<file path="src/rtl/board_dump_tx.sv">
// Serial board-dump transmitter: snapshots the packed 64-square board on START
// and streams it as 80 ASCII bytes (8 ranks of 8 squares plus CR LF) over 8N1 UART.
module board_dump_tx #(
    parameter int CLKS_PER_BIT = 217
) (
    input  logic         CLK,
    input  logic         RESET,
    input  logic [255:0] BOARD,
    input  logic         START,
    output logic         TX,
    output logic         BUSY,
    output logic         DONE
);

    localparam int CNT_W = (CLKS_PER_BIT > 1) ? $clog2(CLKS_PER_BIT) : 1;

    typedef enum logic [1:0] {
        S_IDLE,
        S_START_BIT,
        S_DATA,
        S_STOP_BIT
    } state_t;

    state_t             r_state;
    logic [255:0]       r_snap;
    logic [CNT_W-1:0]   r_baud;
    logic [2:0]         r_bitCnt;
    logic [6:0]         r_byteIdx;
    logic [2:0]         r_row;
    logic [3:0]         r_pos;
    logic [7:0]         r_data;
    logic               r_tx;
    logic               r_busy;
    logic               r_done;

    state_t             w_state;
    logic [255:0]       w_snap;
    logic [CNT_W-1:0]   w_baud;
    logic [2:0]         w_bitCnt;
    logic [6:0]         w_byteIdx;
    logic [2:0]         w_row;
    logic [3:0]         w_pos;
    logic [7:0]         w_data;
    logic               w_tx;
    logic               w_busy;
    logic               w_done;

    logic               w_baudEnd;
    logic               w_lastByte;
    logic               w_lastPos;
    logic [3:0]         w_nextPos;
    logic [2:0]         w_nextRow;
    logic [5:0]         w_sqSel;
    logic [3:0]         w_nextSq;
    logic [7:0]         w_nextChar;
    logic [2:0]         w_bitNext;

    // Black letters are the lowercase of white; empty and code 7 have no case.
    function automatic logic [7:0] f_charOf(input logic [3:0] sq);
        logic [7:0] c;
        case (sq[2:0])
            3'd0:    c = 8'h2E;
            3'd1:    c = 8'h50;
            3'd2:    c = 8'h4E;
            3'd3:    c = 8'h42;
            3'd4:    c = 8'h52;
            3'd5:    c = 8'h51;
            3'd6:    c = 8'h4B;
            default: c = 8'h3F;
        endcase
        if (sq[3] && (sq[2:0] != 3'd0) && (sq[2:0] != 3'd7)) begin
            c = c + 8'h20;
        end
        return c;
    endfunction

    assign w_baudEnd  = (r_baud == CNT_W'(CLKS_PER_BIT - 1));
    assign w_lastByte = (r_byteIdx == 7'd79);
    assign w_lastPos  = (r_pos == 4'd9);
    assign w_nextPos  = w_lastPos ? 4'd0 : (r_pos + 4'd1);
    assign w_nextRow  = w_lastPos ? (r_row + 3'd1) : r_row;
    assign w_sqSel    = {w_nextRow, w_nextPos[2:0]};
    assign w_nextSq   = r_snap[{w_sqSel, 2'b00} +: 4];
    assign w_nextChar = (w_nextPos == 4'd8) ? 8'h0D :
                        (w_nextPos == 4'd9) ? 8'h0A : f_charOf(w_nextSq);
    assign w_bitNext  = r_bitCnt + 3'd1;

    always_comb begin
        w_state   = r_state;
        w_snap    = r_snap;
        w_baud    = r_baud;
        w_bitCnt  = r_bitCnt;
        w_byteIdx = r_byteIdx;
        w_row     = r_row;
        w_pos     = r_pos;
        w_data    = r_data;
        w_tx      = r_tx;
        w_busy    = r_busy;
        w_done    = 1'b0;

        case (r_state)
            S_IDLE: begin
                w_baud   = '0;
                w_bitCnt = 3'd0;
                if (START) begin
                    w_state   = S_START_BIT;
                    w_snap    = BOARD;
                    w_byteIdx = 7'd0;
                    w_row     = 3'd0;
                    w_pos     = 4'd0;
                    w_data    = f_charOf(BOARD[3:0]);
                    w_tx      = 1'b0;
                    w_busy    = 1'b1;
                end
            end
            S_START_BIT: begin
                if (w_baudEnd) begin
                    w_baud   = '0;
                    w_state  = S_DATA;
                    w_bitCnt = 3'd0;
                    w_tx     = r_data[0];
                end else begin
                    w_baud = r_baud + 1'b1;
                end
            end
            S_DATA: begin
                if (w_baudEnd) begin
                    w_baud = '0;
                    if (r_bitCnt == 3'd7) begin
                        w_state = S_STOP_BIT;
                        w_tx    = 1'b1;
                    end else begin
                        w_bitCnt = w_bitNext;
                        w_tx     = r_data[w_bitNext];
                    end
                end else begin
                    w_baud = r_baud + 1'b1;
                end
            end
            S_STOP_BIT: begin
                if (w_baudEnd) begin
                    w_baud = '0;
                    if (w_lastByte) begin
                        w_state = S_IDLE;
                        w_busy  = 1'b0;
                        w_done  = 1'b1;
                        w_tx    = 1'b1;
                    end else begin
                        // Next byte is loaded here so its start bit follows with no gap.
                        w_state   = S_START_BIT;
                        w_byteIdx = r_byteIdx + 7'd1;
                        w_row     = w_nextRow;
                        w_pos     = w_nextPos;
                        w_data    = w_nextChar;
                        w_tx      = 1'b0;
                    end
                end else begin
                    w_baud = r_baud + 1'b1;
                end
            end
            default: begin
                w_state = S_IDLE;
            end
        endcase
    end

    always_ff @(posedge CLK or posedge RESET) begin
        if (RESET) begin
            r_state   <= S_IDLE;
            r_snap    <= '0;
            r_baud    <= '0;
            r_bitCnt  <= 3'd0;
            r_byteIdx <= 7'd0;
            r_row     <= 3'd0;
            r_pos     <= 4'd0;
            r_data    <= 8'd0;
            r_tx      <= 1'b1;
            r_busy    <= 1'b0;
            r_done    <= 1'b0;
        end else begin
            r_state   <= w_state;
            r_snap    <= w_snap;
            r_baud    <= w_baud;
            r_bitCnt  <= w_bitCnt;
            r_byteIdx <= w_byteIdx;
            r_row     <= w_row;
            r_pos     <= w_pos;
            r_data    <= w_data;
            r_tx      <= w_tx;
            r_busy    <= w_busy;
            r_done    <= w_done;
        end
    end

    assign TX   = r_tx;
    assign BUSY = r_busy;
    assign DONE = r_done;

endmodule

</file>
<file path="config.mk">
export PLATFORM = sky130hd
export DESIGN_NAME = board_dump_tx
export DESIGN_NICKNAME = d
export VERILOG_FILES = /design/src/rtl/board_dump_tx.sv
export SDC_FILE = /design/constraint.sdc
export NUM_CORES = 1
export LEC_CHECK = 0
export CAP_MARGIN = 5
export CORE_MARGIN = 5
export CORE_UTILIZATION = 48
export DETAILED_ROUTE_END_ITERATION = 10
export GPL_TIMING_DRIVEN = 0
export PLACE_DENSITY = 0.75
export SLEW_MARGIN = 20
export SYNTH_ARGS = -nofsm -noshare
export SYNTH_HDL_FRONTEND = slang
export SYNTH_SLANG_ARGS = --single-unit
</file>
<file path="constraint.sdc">
create_clock -name CLK -period 9.9 [get_ports CLK]
set_input_delay 1.485 -clock CLK [delete_from_list [all_inputs] [get_ports CLK]]
set_output_delay 1.485 -clock CLK [all_outputs]
set_load 0.01 [all_outputs]
</file>
==> results.md, run 1 <==
* Status: completed
* Post_cts resized at 0
* Die ar. at ~34000 µm²
* Top cell type's share of synthesized area at around half
* Synth cell count leaders: dfrtp_1, mux2_2, nand2_1, nor2_1, mux2i_1
* Leakage power at 8.78 nW
* Avg Cell Area, Syn at ~12 µm²
* Clk buf depth at 3
* Critical path capture point type: flip-flop
* DR vias/cell at a little over 6
* Die height at 184 µm
* Combinational share of power at under 10%
* Synth Register Bits at 294
* Maximum VDD drop at 0.0875 mV
* CP Max Fanout at 10
* CTS buffer count at 34
* Core footprint at ~30000 µm²
* Part of the cycle the worst path needs at 44.4%
* Clock power frac at between 40% and 50%
* Final Power at 2.62 mW
* Largest net degree at the start of global routing at 108
* Htree depth at 2
* WL final at approximately 50000 µm
* Cell count after synthesis at about 1200
* Row Count at 63
* Async SR Flop Fraction at 100%
* DPL Wire Length at approximately 37000 µm
* Final Setup Violations at 0
* Final #Nets at ~1800
* Max_cap viols at 0
* Worst skew pair latency at 530 ps
* Post-route ant nets at 0
* RSZ-0062 raised after global routing: no
* Mapped cell area at around 14000 µm²
* Tmin final at approximately 4400 ps
* Hold Violations, Final at 0
* Post-Layout Cell Count at 1898
* Critical Path AT at ~4800 ps
* Clock Skews at between 20 and 30 ps
* Synth top area cells: dfrtp_1, mux2_2, mux2i_1
* Vias after detailed routing at ~12000
* Iteration count of the initial detailed-routing pass at 6
* Post-Place Cells at 1838
* CP Class: flip-flop to flip-flop
* CTS tree: built
* Slew margin rel. at 20.9%
* Worst path required time at just over 10000 ps
* Worst path cell trace: buf_6 -> buf_2 -> nand2_1 -> xnor2_1 -> o31ai_1 -> a311oi_1 -> a22oi_1 -> and3_1 -> and3_1 -> or2_4 -> inv_2 -> ha_1 -> o2111ai_1 -> o21ai_1
* PwrDens at 140 nW/µm²
* Met2 Use GR at a little under half
* Crit path top cell by count: and3_1
* Hold Path Class: flip-flop to flip-flop
* Register area share after synthesis at 50.8%
* # DRC at 0
* Switching share of power at a little over a fifth
* Pint at between 2 and 2.5 mW
* Share of layout cells above drive strength 1 at between 20% and 30%
* Util after Layout at a little over three fifths
* Slowest-stage cell, CP: xnor2_1
* Initial antenna violation count at 0
* Most frequent cell after synthesis: dfrtp_1
* First-pass GRT wire length at around 74000 µm
* Fmax at about 230 MHz
* Slew Viols, Final at 0
* Worst Max-Slew Pin Slew at ~1200 ps
* CTS Root Buffer Type: clkbuf_16
* Clock net sink count at 294
* Grt met3 use at roughly 7.6%
* Synth warnings at 0
* Number of hold buffers added after cts at 0
* Syn nets at roughly 1500
* Wire length per cell at about 26 µm
* GR Util All Layers at approximately 29%
* Main synth FF type: dfrtp_1
* Clk pin slew, worst setup/hold paths at ~60 ps
* RePlAce Congestion at around 0.96
* I/O pins at 262
* Critical Path Start Type: flip-flop
* N_diodes at 0
* Port bufs at roughly 260
* # Post-CTS Setup Buffers at 0
* Switch Pwr at approximately 0.57 mW
* Number of global-route vias before repair at 12120
* Post-synth EDFFs at 0
* Synth area leader: dfrtp_1
* Initial Util at around half
* CP peak stage delay at approximately 960 ps
* Iter 0 DRT Violations at about 1200
* Area Growth Syn to Fin at 29.7%
* Total grt overflow at 0
* Die X-Extent at 184 µm
* Synth cell types at 81
* GR Util met1 at 37.8%
* Seq pwr share at around 46%
* GRT Max-Usage Layer: met2
* Filler cells at between 2000 and 2500
==> sequential cells by signal, summed over array words and instances, names as in the netlist <==
register,flops
TX,1
r_state,2
r_baud,8
r_row,3
r_snap,256
r_byteIdx,7
r_pos,4
r_data,8
r_bitCnt,3
DONE,1
BUSY,1
==> per-stage QoR <==
stage | hold WS (ps) | setup slack (ps) | setup TNS (ps) | instance area, µm²
after floorplan | 445 | 298 | 0 | 14500
after global placement | 467 | -3330 | -968520 | 17600
after detailed placement | 472 | 5810 | 0 | 17600
after CTS | 480 | 5830 | 0 | 18800
after global routing | 511 | 5560 | 0 | 18800
final | 475 | 5510 | 0 | 18800
==> routing by layer <==
layer / share of wire (%) / vias to the layer above
met5: 0 / -
met4: 5.3 / 0
met3: 9.8 / 191
met2: 46 / 686
met1: 39 / 5772
li1: - / 5002
==> area by class of cell <==
type                       count  area, µm²  area share (%)
clock buffer                  47        991            5.28
timing repair buffer         263       2670            14.2
clock inverter                13        149           0.793
multi-input combinational    789       6650            35.4
sequential                   294       7360            39.2
buffer                        83        392            2.09
inverter                      19       78.8           0.420
tap                          390        488            2.60
==> cells by family (layout without fill, tap and decap cells) <==
kind of cell / after synthesis / count (layout) / share of synthesized area [%]
mux: 316 / 316 / 25.0
flops: 294 / 294 / 50.8
fa+ha+maj: 13 / 13 / 1.12
buf+inv: 102 / 425 / 3.20
simple gates: 220 / 220 / 7.67
compound gates: 223 / 223 / 10.9
xor+xnor: 17 / 17 / 1.18
==> critical path, delay by kind of cell, from the launching register on <==
kind	cells	cell delay, ps
fa+ha+maj	1	230
xor+xnor	1	960
buf+inv	3	580
compound gates	5	1150
flops	1	390
simple gates	4	940
==> power groups by stage <==
| stage | clock network (mW) | registers [mW] | logic, mW |
|---|---|---|---|
| 6_report | 1.28 | 1.20 | 0.145 |
| 5_1_grt | 1.34 | 1.20 | 0.155 |
| 4_1_cts | 1.29 | 1.20 | 0.148 |
| 3_5_place_dp | 0 | 1.22 | 0.147 |
| 3_3_place_gp | 0 | 1.22 | 0.144 |
| 2_1_floorplan | 0 | 1.22 | 0.0216 |
==> layout by cell type, fill, tap and decap left out, drive strengths merged, types with 7 or more instances in the layout <==
master,n
a211oi,17
a21o,7
a21oi,31
a221oi,7
a22oi,9
a31oi,9
a32o,7
a32oi,9
and3,11
buf,46
clkbuf,86
clkdlybuf4s50,261
clkinv,8
dfrtp,293
ha,13
inv,19
mux2,264
mux2i,42
mux4,10
nand2,49
nand2b,9
nand3,29
nor2,49
nor2b,21
nor3,14
o211ai,8
o21ai,50
o221ai,8
o22ai,12
o31ai,8
or3,7
xnor2,7
xor2,10
==> path summary, 6_finish.rpt <==
path                            slack [ps]                endpoint  depth (start not counted)            startpoint
max in group asynchronous             7470  r_snap[68]$_DFFE_PP0P_                          3                 RESET
worst min register to register         480          TX$_DFFE_PP1P_                          2        TX$_DFFE_PP1P_
worst min-delay path                   480          TX$_DFFE_PP1P_                          2        TX$_DFFE_PP1P_
min in group asynchronous             1480   r_snap[7]$_DFFE_PP0P_                          2                 RESET
worst max-delay path                  5510   r_data[6]$_DFFE_PP0P_                         14  r_pos[1]$_DFFE_PP0P_
worst max register to register        5510   r_data[6]$_DFFE_PP0P_                         14  r_pos[1]$_DFFE_PP0P_
No activity file was read; power rests on OpenSTA's default activity.
==> run 2: changes to the inputs <==
==> constraint.sdc (replaced) <==
create_clock -name CLK -period 3.98 [get_ports CLK]
set_input_delay 0.597 -clock CLK [delete_from_list [all_inputs] [get_ports CLK]]
set_output_delay 0.597 -clock CLK [all_outputs]
set_load 0.01 [all_outputs]
==> results.md, run 2 (same netlist as run 1, synthesis figures left out) <==
* Initial Util at 48.7% (unchanged)
* Post-Place Setup Slack at 22.1 ps (-5790 ps)
* Iter 0 DRT Violations at 1185 (+1.2%)
* Htree depth at 1 (-1)
* Worst skew pair latency at 600 ps (+70 ps)
* CP Class: flip-flop to flip-flop
* Hold Path Class: input port to asynchronous set/reset pin
* I/O pins at 262 (unchanged)
* GR Util All Layers at 28.7% (-0.22 points)
* R2R Path End: r_data[6]$_DFFE_PP0P_
* Tmin final at 3970 ps (-420 ps)
* CTS Root Buffer Type: clkbuf_16
* RSZ-0062 raised after global routing: no
* Fmax at 252 MHz (+11%)
* Die X-Extent at 184 µm (unchanged)
* Final Setup Violations at 0 (unchanged)
* Slew margin rel. at 26.5% (+5.6 points)
* CTS tree: built
* Pint at 4.84 mW (+140%)
* Vias after detailed routing at 11795 (+1.2%)
* Hold Violations, Final at 0 (unchanged)
* Register name with the most flops: r_snap
* DR vias/cell at 6.20 (+1.0%)
* RePlAce Congestion at 0.960 (+0.20%)
* Combinational share of power at 6.1% (+0.6 points)
* Initial antenna violation count at 0 (unchanged)
* # DRC at 0 (unchanged)
* Status: completed
* Critical path capture point type: flip-flop
* Core footprint at 29700 µm² (unchanged)
* Largest net degree at the start of global routing at 37 (-66%)
* Port bufs at 261 (unchanged)
* First-pass GRT wire length at 73600 µm (about the same)
* Worst Max-Slew Pin Slew at 1100 ps (-79.6 ps)
* Switch Pwr at 1.36 mW (+140%)
* N_diodes at 0 (unchanged)
* Biggest regs: r_snap x256, r_baud x8, r_data x8
* Number of hold buffers added after cts at 0 (unchanged)
* Post_cts resized at 1 (+1)
* Clk pin slew, worst setup/hold paths at 70 ps (about the same)
* Number of global-route vias before repair at 12242 (+1.0%)
* # Post-CTS Setup Buffers at 0 (unchanged)
* Commonest non-fill, non-tap cell in the layout: dfrtp_1
* Seq pwr share at 48.1% (+2.3 points)
* Total grt overflow at 0 (unchanged)
* Max reg flops at 256 (unchanged)
* Clock power frac at 45.8% (-2.9 points)
* Critical Path AT at 4430 ps (-360 ps)
* Setup TNS Final at 0 ps (unchanged)
* Maximum VDD drop at 0.390 mV (+350%)
* R2R setup slack at 7 ps (-5500 ps)
* Area Growth Syn to Fin at 30.0%
* Clock Skews at 32.0 ps (+5.94 ps)
* Post-route ant nets at 0 (unchanged)
* Row Count at 63 (unchanged)
* Util after Layout at 63.3% (+0.12 points)
* DPL Wire Length at 36800 µm (+0.88%)
* Leakage power at 8.79 nW (about the same)
* Clk buf depth at 3 (unchanged)
* Clock net sink count at 294 (unchanged)
* Slew Viols, Final at 0 (unchanged)
* Depth of the worst register-to-register path at 13 (-1)
* Final #Nets at 1760 (+0.23%)
* Switching share of power at 22.0% (+0.18 points)
* Iteration count of the initial detailed-routing pass at 6 (unchanged)
* Max_cap viols at 0 (unchanged)
* Share of layout cells above drive strength 1 at 26.1% (+0.39 points)
* WL final at 49600 µm (-0.14%)
* Wire length per cell at 26.1 µm (-0.35%)
* Die height at 184 µm (unchanged)
* Worst path required time at 4440 ps (-5860 ps)
* Part of the cycle the worst path needs at 99.8% (+55 points)
* Fin worst setup slack at 6.95 ps (-5500 ps)
* PwrDens at 330 nW/µm² (+140%)
* Critical Path Start Type: flip-flop
* CP Max Fanout at 9 (-1)
* CTS buffer count at 31 (-8.8%)
* Worst flop-to-flop path startpoint: r_pos[3]$_DFFE_PP0P_
* Commonest cells after routing, fill and taps aside: dfrtp_1, clkdlybuf4s50_1, mux2_2, nand2_1, nor2_1
* Die ar. at 33700 µm² (unchanged)
-- run 2: power by group through the flow --
stage | combinational (mW) | sequential [mW] | clock (mW)
3_3_place_gp | 0.358 | 3.05 | 0
5_1_grt | 0.402 | 2.99 | 2.99
2_1_floorplan | 0.0542 | 3.05 | 0
3_5_place_dp | 0.380 | 3.04 | 0
6_report | 0.378 | 2.99 | 2.84
4_1_cts | 0.383 | 2.99 | 2.86
-- run 2: worst max path at each step --
stage / cells after the start / start / slack, ps / end
global route: 15 / r_pos[2]$_DFFE_PP0P_ / 4 / r_data[6]$_DFFE_PP0P_
global placement: 2 / RESET / -2590 / r_snap[92]$_DFFE_PP0P_
CTS: 14 / r_pos[1]$_DFFE_PP0P_ / 1 / r_data[6]$_DFFE_PP0P_
floorplan: 1 / RESET / -520 / BUSY$_DFFE_PP0P_
detailed placement: 14 / r_pos[2]$_DFFE_PP0P_ / 20 / r_data[6]$_DFFE_PP0P_
finish: 13 / r_pos[3]$_DFFE_PP0P_ / 7 / r_data[6]$_DFFE_PP0P_
-- run 2: area by class of cell --
type                       count  area (µm²)
multi-input combinational    789        6690
buffer                        83         400
tap                          390         488
inverter                      19        75.1
clock buffer                  49         933
clock inverter                 8        68.8
sequential                   294        7360
fill                        2322       10900
timing repair buffer         270        2790
-- run 2: metal layers --
| layer | part of all wire (%) | vias up | GRT usage, % | wire length (µm) |
|---|---|---|---|---|
| met3 | 10 | 208 | 6.11 | 5160 |
| met1 | 38 | 5846 | 38.4 | 19100 |
| li1 | - | 4982 | - | - |
| met5 | 0 | - | 0 | 0 |
| met2 | 45 | 759 | 44.6 | 22500 |
| met4 | 5.9 | 0 | 13.9 | 2920 |
-- run 2: stage by stage --
stage | power (mW) | hold slack [ps] | area [µm²] | cells
after floorplan | 3.10 | 445 | 14500 | 1185
after detailed placement | 3.42 | 474 | 17800 | 1845
after CTS | 6.23 | 453 | 18800 | 1902
final | 6.21 | 441 | 18800 | 1902
after global routing | 6.38 | 478 | 18800 | 1902
after global placement | 3.40 | 457 | 17600 | 1836
-- run 2: worst max-delay path: stages (launching register included) --
cell	delay [ps]
dfrtp_1	340
buf_6	160
nor4bb_1	280
buf_4	210
nand2_1	100
xor2_1	860
nor4_1	290
o41ai_4	550
and3_1	250
or2_4	170
inv_2	50
ha_1	280
o2111ai_1	190
o21ai_1	80
